`src/rtl/fd_hazard_ctrl_pkg.sv`:
```
// Shared types and constants for the fetch/decode sequencing controller.
package fd_hazard_ctrl_pkg;

  localparam int unsigned REG_W       = 3;
  localparam int unsigned DRAIN_DEPTH = 3;
  localparam int unsigned DRAIN_CNT_W = $clog2(DRAIN_DEPTH + 1);
  localparam int unsigned MISS_CNT_W  = 8;

  typedef enum logic [1:0] {
    RUN    = 2'd0,
    IMISS  = 2'd1,
    DRAIN  = 2'd2,
    HALTED = 2'd3
  } fd_state_e;

endpackage

```
`src/rtl/fd_hazard_detect.sv`:
```
// Combinational load-use comparator between the FD consumer and the DX load.
module fd_hazard_detect
  import fd_hazard_ctrl_pkg::*;
(
  input  logic [REG_W-1:0] dec_rs,
  input  logic [REG_W-1:0] dec_rt,
  input  logic             dec_uses_rs,
  input  logic             dec_uses_rt,
  input  logic [REG_W-1:0] dx_rd,
  input  logic             dx_valid,
  input  logic             dx_memread,
  output logic             load_use_c
);

  // Hazard only when a real load in DX writes a register FD is about to read.
  always_comb begin
    load_use_c = dx_valid & dx_memread &
                 ((dec_uses_rs & (dec_rs == dx_rd)) |
                  (dec_uses_rt & (dec_rt == dx_rd)));
  end

endmodule

```
`src/rtl/fd_hazard_ctrl.sv`:
```
// PC / FD sequencing controller: stalls, flushes, fetch-miss wait and halt drain.
module fd_hazard_ctrl
  import fd_hazard_ctrl_pkg::*;
#(
  parameter int unsigned IMISS_TIMEOUT = 64,
  parameter int unsigned STALL_CNT_W   = 16
) (
  input  logic                   clk,
  input  logic                   rst,
  input  logic [REG_W-1:0]       dec_rs,
  input  logic [REG_W-1:0]       dec_rt,
  input  logic                   dec_uses_rs,
  input  logic                   dec_uses_rt,
  input  logic                   dec_halt,
  input  logic [REG_W-1:0]       dx_rd,
  input  logic                   dx_valid,
  input  logic                   dx_memread,
  input  logic                   br_taken,
  input  logic                   imem_stall,
  input  logic                   imem_done,
  input  logic                   dmem_stall,
  output logic                   pc_we,
  output logic                   fd_we,
  output logic                   fd_valid_in,
  output logic                   dx_bubble,
  output logic                   halted,
  output logic                   err,
  output logic [STALL_CNT_W-1:0] stall_cycles
);

  localparam logic [MISS_CNT_W-1:0]  MISS_LIMIT = MISS_CNT_W'(IMISS_TIMEOUT);
  localparam logic [DRAIN_CNT_W-1:0] DRAIN_INIT = DRAIN_CNT_W'(DRAIN_DEPTH);

  fd_state_e              state_q, state_d;
  logic                   discard_q, discard_d;
  logic [DRAIN_CNT_W-1:0] drain_cnt_q, drain_cnt_d;
  logic [MISS_CNT_W-1:0]  miss_cnt_q, miss_cnt_d;
  logic                   err_q, err_set_c;
  logic [STALL_CNT_W-1:0] stall_q;
  logic                   load_use_c;
  logic                   pc_we_c, fd_we_c, fd_valid_c, dx_bubble_c;

  fd_hazard_detect u_detect (
    .dec_rs      (dec_rs),
    .dec_rt      (dec_rt),
    .dec_uses_rs (dec_uses_rs),
    .dec_uses_rt (dec_uses_rt),
    .dx_rd       (dx_rd),
    .dx_valid    (dx_valid),
    .dx_memread  (dx_memread),
    .load_use_c  (load_use_c)
  );

  // Next-state and pipe-control decode; dmem_stall freezes everything in every state.
  always_comb begin
    state_d     = state_q;
    discard_d   = discard_q;
    drain_cnt_d = drain_cnt_q;
    miss_cnt_d  = miss_cnt_q;
    err_set_c   = 1'b0;
    pc_we_c     = 1'b0;
    fd_we_c     = 1'b0;
    fd_valid_c  = 1'b0;
    dx_bubble_c = 1'b0;

    unique case (state_q)
      RUN: begin
        if (dmem_stall) begin
          // full freeze
        end else if (br_taken) begin
          pc_we_c     = 1'b1;
          fd_we_c     = 1'b1;
          dx_bubble_c = 1'b1;
        end else if (load_use_c) begin
          dx_bubble_c = 1'b1;
        end else if (imem_stall) begin
          fd_we_c    = 1'b1;
          state_d    = IMISS;
          miss_cnt_d = MISS_CNT_W'(1);
        end else if (dec_halt) begin
          fd_we_c     = 1'b1;
          state_d     = DRAIN;
          drain_cnt_d = DRAIN_INIT;
        end else begin
          pc_we_c    = 1'b1;
          fd_we_c    = 1'b1;
          fd_valid_c = 1'b1;
        end
      end

      IMISS: begin
        if (miss_cnt_q < MISS_LIMIT) miss_cnt_d = miss_cnt_q + MISS_CNT_W'(1);
        if (dmem_stall) begin
          // full freeze, miss timer keeps running
        end else if (imem_done) begin
          // a same-cycle redirect makes the returning fetch stale
          pc_we_c     = 1'b1;
          fd_we_c     = 1'b1;
          fd_valid_c  = ~discard_q & ~br_taken;
          dx_bubble_c = br_taken;
          discard_d   = 1'b0;
          state_d     = RUN;
        end else if (br_taken) begin
          pc_we_c     = 1'b1;
          fd_we_c     = 1'b1;
          dx_bubble_c = 1'b1;
          discard_d   = 1'b1;
        end else begin
          fd_we_c = 1'b1;
        end
        err_set_c = (state_d == IMISS) && (miss_cnt_d == MISS_LIMIT);
      end

      DRAIN: begin
        if (dmem_stall) begin
          // full freeze, drain count holds
        end else if (br_taken) begin
          // HALT was fetched down a wrong path
          pc_we_c     = 1'b1;
          fd_we_c     = 1'b1;
          dx_bubble_c = 1'b1;
          drain_cnt_d = '0;
          state_d     = RUN;
        end else begin
          fd_we_c     = 1'b1;
          drain_cnt_d = drain_cnt_q - DRAIN_CNT_W'(1);
          if (drain_cnt_q <= DRAIN_CNT_W'(1)) state_d = HALTED;
        end
      end

      HALTED: begin
        dx_bubble_c = 1'b1;
      end

      default: begin
        state_d = RUN;
      end
    endcase
  end

  // State, counters and sticky error.
  always_ff @(posedge clk or posedge rst) begin
    if (rst) begin
      state_q     <= RUN;
      discard_q   <= 1'b0;
      drain_cnt_q <= '0;
      miss_cnt_q  <= '0;
      err_q       <= 1'b0;
      stall_q     <= '0;
    end else begin
      state_q     <= state_d;
      discard_q   <= discard_d;
      drain_cnt_q <= drain_cnt_d;
      miss_cnt_q  <= miss_cnt_d;
      if (err_set_c) err_q <= 1'b1;
      if (!pc_we_c && (state_q != HALTED) && (stall_q != '1)) stall_q <= stall_q + STALL_CNT_W'(1);
    end
  end

  // Reset forces a safe bubble-injecting pipe regardless of state.
  always_comb begin
    pc_we        = ~rst & pc_we_c;
    fd_we        = ~rst & fd_we_c;
    fd_valid_in  = ~rst & fd_valid_c;
    dx_bubble    = rst | dx_bubble_c;
    halted       = ~rst & (state_q == HALTED);
    err          = err_q;
    stall_cycles = stall_q;
  end

endmodule
```
`config.mk`:
```
export PLATFORM = sky130hd
export DESIGN_NAME = fd_hazard_ctrl
export DESIGN_NICKNAME = d
export VERILOG_FILES = /design/src/rtl/fd_hazard_ctrl_pkg.sv /design/src/rtl/fd_hazard_detect.sv /design/src/rtl/fd_hazard_ctrl.sv
export SDC_FILE = /design/constraint.sdc
export NUM_CORES = 1
export LEC_CHECK = 0
export BUFFER_PORTS_ARGS = -buffer_cell sky130_fd_sc_hd__buf_2
export CORE_MARGIN = 4
export CORE_UTILIZATION = 54
export CTS_CLUSTER_DIAMETER = 150
export CTS_CLUSTER_SIZE = 8
export DETAILED_ROUTE_END_ITERATION = 12
export PLACE_DENSITY_LB_ADDON = 0.12
export REMOVE_ABC_BUFFERS = 1
export SLEW_MARGIN = 10
export SYNTH_ARGS = -nofsm -noshare
export SYNTH_HDL_FRONTEND = slang
export SYNTH_SLANG_ARGS = --single-unit
```
`constraint.sdc`:
```
create_clock -name clk -period 2.4 [get_ports clk]
set_clock_uncertainty 0.1 [all_clocks]
set_input_delay 0.12 -clock clk [delete_from_list [all_inputs] [get_ports clk]]
set_output_delay 0.12 -clock clk [all_outputs]
set_load 0.03 [all_outputs]
```
# ---- Word-level counts from Yosys, hierarchy flattened
# Index checks and enable logic that the tools add are counted.
dict set report word_totals {
  ff_bits 30
  out_inout_bits 22
  wordCells 114
  in_bits 20
}
dict set report classes {
  eq_ne 18
  n_reduce_logical 14
  n_lt_le_gt_ge 2
  add_sub_neg 3
  muxes 56
  bitwise_logic 15
}
# op n
set op_table {}
lappend op_table {{$mux W8} 6}
lappend op_table {{$mux W2} 18}
lappend op_table {{$mux W1} 25}
lappend op_table {{$add A16 B1 Y16 const B} 1}
lappend op_table {{$ne A16 B16 Y1 const B} 1}
lappend op_table {{$ne A2 B2 Y1 const B} 8}
lappend op_table {{$pmux W8 S2} 1}
lappend op_table {{$reduce_and A7 Y1} 2}
lappend op_table {{$and A1 B1 Y1} 9}
lappend op_table {{$add A8 B1 Y8 const B} 1}
lappend op_table {{$eq A8 B7 Y1 const B} 1}
lappend op_table {{$lt A8 B7 Y1 const B} 1}
lappend op_table {{$eq A3 B3 Y1} 2}
lappend op_table {{$ne A3 B3 Y1 const B} 2}
lappend op_table {{$pmux W2 S3} 1}
lappend op_table {{$reduce_bool A2 Y1} 3}
lappend op_table {{$reduce_and A5 Y1} 1}
lappend op_table {{$eq A2 B1 Y1 const B} 2}
lappend op_table {{$eq A2 B2 Y1 const B} 2}
lappend op_table {{$not A1 Y1} 4}
lappend op_table {{$pmux W1 S2} 2}
lappend op_table {{$pmux W1 S4} 1}
lappend op_table {{$pmux W2 S2} 1}
lappend op_table {{$logic_and A1 B1 Y1} 3}
lappend op_table {{other kinds (9)} 10}

# ---- Depth between registers and ports, before layout
dict set report logic_depth {
  depth_word 11
  depth_mapped 9
  mapped_depth_nobuf 8
}

# ---- Modules after synthesis
# A second synthesis with hierarchy kept.
dict set report hier_totals {
  hier_cells 198
  area_unflattened_um2 1869.3
}
# module area_each_um2 instances cells_each
set modules_own_cells {}
lappend modules_own_cells {fd_hazard_ctrl 1795.5 1 188}
lappend modules_own_cells {fd_hazard_detect 73.8 1 10}

# ---- Worst setup path before layout
# Ideal clock, no wire load.
dict set report synth_path {
  path_type {register to output}
  startpoint {register state_q[0]}
  endpoint {output port pc_we}
  t_required_ps 2180
  arrival_time_ps 2145
  slack_ps 35
  path_stages_with_launch 8
  n_path_buf 0
  path_cell_list {dfrtp_1 inv_1 ha_1 inv_1 nor2_1 nand2_1 o21bai_1 nor3b_1}
}
dict set report synth_between {
  elab_chain_cells 3
}
# element line_no
set synth_rtl {}
lappend synth_rtl {{start, declared} fd_hazard_ctrl.sv:34} ;# fd_state_e state_q, state_d;
lappend synth_rtl {{start signal, assigned} fd_hazard_ctrl.sv:151} ;# state_q <= state_d;
lappend synth_rtl {{$eq A2 B2 Y1, or another cell as far along} fd_hazard_ctrl.sv:66} ;# unique case (state_q)
lappend synth_rtl {{$pmux W1 S3 *} fd_hazard_ctrl.sv:66}
lappend synth_rtl {{$and A1 B1 Y1 *} fd_hazard_ctrl.sv:162} ;# pc_we = ~rst & pc_we_c;
lappend synth_rtl {{end, declared} fd_hazard_ctrl.sv:22} ;# output logic pc_we,
# Mark *: on every way between the ends. The rest lies on a longest branch, timed or not.

# ---- Worst setup path in the final report
dict set report layout_path {
  startpoint {register state_q[1]}
  endpoint {output port pc_we}
}
# The elaborated chain is that of the path after synthesis.

==> flow_metrics.env <==
export IMPL_die_area_um2=4650
export IMPL_antenna_found_initial=0
export IMPL_r2r_slack_ps=190
export IMPL_dp_hpwl_um=3050
export IMPL_synth_seq_area_share_pct=38.4
export IMPL_ys_ff_latch=30
export IMPL_status="finished, final reports clean"
export IMPL_numCtsBuffers=5
export IMPL_finalCriticalPeriod_ps=2250
export IMPL_totalWireLength_um=4130
export IMPL_setup_viol=0
export IMPL_reg2reg_from="state_q[1]$_DFFE_PP0P_"
export IMPL_worstSetupPathType="reg2out"
export IMPL_rsz0062_at_grt="false"
export IMPL_clock_latency_ps=330
export IMPL_p_comb_share_pct=50.8
export IMPL_worstPathArrival_ps=2030
export IMPL_power_frac_clock_pct=14.5
export IMPL_synth_area_leaders="dfrtp_1 (38%), xnor2_1 (5.4%), xor2_1 (4.9%)"
export IMPL_postSynthCellCount=207
export IMPL_p_leak_nw=1.09
export IMPL_drc=0
export IMPL_drt_iter0_markers=116
export IMPL_cap_violations=0
export IMPL_cp_endpoint="pc_we"
export IMPL_htreeDepth=2
export IMPL_gp_congestion=0.846
export IMPL_root_buffer="clkbuf_4"
export IMPL_ys_types=51
export IMPL_worst_hold_path_type="in2reg"
export IMPL_required_ps=2180
export IMPL_rr_worst_depth=8
export IMPL_cp_slowest_cell="dfrtp_1"
export IMPL_cpMostUsedCell="inv_1"
export IMPL_netlist_area_um2=1960
export IMPL_fmaxAchievable_mhz=445
export IMPL_ir_worst_vdd_mv=0.587
export IMPL_wl_per_cell_um=13.6
export IMPL_slowest_delay_ps=440
export IMPL_area_growth_pct=20.6
export IMPL_first_pass_iters=4
export IMPL_vias=1700
export IMPL_grt_pass1_vias=1583
export IMPL_row_count=21
export IMPL_stdcell_count=304
export IMPL_max_slew_margin_rel_pct=61.6
export IMPL_seq_power_share_pct=34.7
export IMPL_period_share_pct=93.7
export IMPL_vias_per_cell=5.59
export IMPL_synth_area_leader_cell="dfrtp_1"
export IMPL_initial_core_util_pct=57.3
export IMPL_ys_async_sr_fraction_pct=100
export IMPL_n_antenna_cell=0
export IMPL_nets=284
export IMPL_io_buffers=41
export IMPL_tritoncts="yes"
export IMPL_yosys_warnings=0
export IMPL_synthDominantCellAreaShare_pct=38.4
export IMPL_die_h_um=68.2
export IMPL_cp_cell_sequence="inv_1 -> ha_4 -> inv_1 -> nor2_2 -> nand2_1 -> o21bai_2 -> nor3b_1 -> buf_4"
export IMPL_power_share_switching_pct=44.8
export IMPL_final_util_pct=69.0
export IMPL_setup_tns_ps=0
export IMPL_critPathLaunch="state_q[1]$_DFFE_PP0P_"
export IMPL_hold_viol_final=0
export IMPL_crit_path_end_kind="output port"
export IMPL_avgSynthCellArea_um2=9.45
export IMPL_crit_path_max_fanout=7
export IMPL_grt_pass1_wl_um=6820
export IMPL_die_w_um=68.2
export IMPL_synthFlopType="dfrtp_1"
export IMPL_clockBufferDepth=2
export IMPL_p_per_area_nw_per_um2=959
export IMPL_crit_path_start_kind="flop"
export IMPL_core_area_um2=3420
export IMPL_gr_total_overflow=0
export IMPL_path_clk_slew_ps=100
export IMPL_dp_cells=293
export IMPL_final_layout_size_suffix_gt1_share_pct=29.5
export IMPL_grt_total_usage_pct=19.4
export IMPL_cts_sinks=30
export IMPL_worst_pin_slew_ps=573
export IMPL_ant_nets=0
export IMPL_switchingPower_mw=1.01
export IMPL_synth_edf_count=0
export IMPL_grt_max_degree=23
export IMPL_hold_depth=3
export IMPL_crit_reg2reg_capture="stall_cycles[14]$_DFFE_PP0P_"
export IMPL_num_io_pins=42
export IMPL_drv_slew=0
export IMPL_p_int_mw=1.25
==> stage by stage <==
stage	worst slack, ps	hold slack (ps)	area, um^2	power (mW)
CTS	44.8	28.8	2320	2.22
finish	152	46.2	2360	2.26
floorplan	35.0	106	1930	1.59
global route	1.72	50.1	2360	2.44
detailed placement	132	36.2	2220	1.86
global placement	189	40.1	2220	1.85
==> cell usage after synthesis, drive strengths merged, types with 2 or more instances <==
cell type / n
dfrtp: 30
inv: 15
nor2: 13
nand2: 12
xnor2: 12
nand3: 11
xor2: 11
nor3: 9
a21oi: 8
o21ai: 8
ha: 7
nand4: 7
o31ai: 7
nor2b: 6
a31oi: 5
nor4: 5
and2: 4
and3: 3
clkbuf: 3
o211ai: 3
a32o: 2
mux2: 2
nand2b: 2
nand3b: 2
o22a: 2
==> kinds of logic (layout without fill, tap and decap cells) <==
| kind of cell | after synthesis | in the layout | share of synthesized area [%] |
|---|---|---|---|
| multiplexers | 2 | 2 | 1.15 |
| AND/OR/NAND/NOR | 80 | 80 | 24.2 |
| buffers and inverters | 19 | 70 | 4.03 |
| AO/OA/AOI/OAI | 46 | 46 | 17.5 |
| XOR/XNOR | 23 | 23 | 10.3 |
| adder cells (fa/ha/maj) | 7 | 7 | 4.48 |
| flip-flops | 30 | 30 | 38.4 |
==> critical path: cells and delay by family (launching register included) <==
kind                       cells  cell delay (ps)
AOI/OAI and AO/OA              1              190
adders and majority gates      1              180
buffers and inverters          3              420
DFF                            1              440
and+or+nand+nor                3              470
==> cells in the final DEF, fill, tap and decap left out, types with 2 or more instances in the layout <==
cell / n
a31oi_1: 5
nand3_1: 11
o22a_1: 2
ha_1: 5
a21oi_1: 6
nor4_1: 3
nor4_2: 2
inv_1: 14
nand2b_1: 2
o31ai_1: 6
nand3b_1: 2
nand4_1: 6
nor3_1: 5
nor2_2: 2
o211ai_1: 2
nor2_1: 11
dfrtp_1: 30
and3_1: 2
o21ai_0: 8
and2_1: 3
xor2_1: 11
dlygate4sd3_1: 2
nor2b_1: 5
buf_4: 6
clkbuf_4: 5
nand2_1: 12
xnor2_1: 12
buf_2: 39
nor3_2: 4
a32o_1: 2
mux2_1: 2
==> final cells by class <==
type,instances,area (um^2)
fill,285,1060
sequential,30,751
clock buffer,6,51.3
multi-input combinational,158,1170
clock inverter,2,12.5
timing repair buffer,47,260
inverter,15,56.3
tap,46,57.6
==> worst min-delay path by stage <==
stage / startpoint / endpoint / slack [ps]
finish: br_taken / discard_q$_DFFE_PP0P_ / 50
global route: br_taken / discard_q$_DFFE_PP0P_ / 50
CTS: br_taken / discard_q$_DFFE_PP0P_ / 30
detailed placement: rst / drain_cnt_q[1]$_DFFE_PP0P_ / 40
global placement: rst / drain_cnt_q[1]$_DFFE_PP0P_ / 40
floorplan: rst / discard_q$_DFFE_PP0P_ / 110
==> power by group through the flow <==
stage	Clock, mW	Combinational (mW)	Sequential [mW]
2_1_floorplan	0	0.696	0.894
6_report	0.327	1.15	0.786
3_5_place_dp	0	1.07	0.791
4_1_cts	0.336	1.10	0.783
5_1_grt	0.360	1.27	0.811
3_3_place_gp	0	1.06	0.792
==> state kept, by name (all words and copies together), names as in the netlist <==
register      count
stall_cycles     16
miss_cnt_q        8
drain_cnt_q       2
state_q           2
discard_q         1
err               1
==> repair_timing <==
item | CTS | global route
gates resized for setup | 3 | 10
hold endpoints to repair | 9 | 0
setup endpoints to repair | 2 | 6
pin swaps | 1 | 0
setup buffers | 1 | 0
hold buffers | 2 | 0
==> metal layers <==
layer  up-vias  GRT usage, %  share of wire, %
met5         -             0                 0
met4         0          7.94               1.5
met3         8          4.60               4.0
met2        40          32.6                50
met1       802          23.7                45
li1        850             -                 -
(Power assumes the default switching activity.)
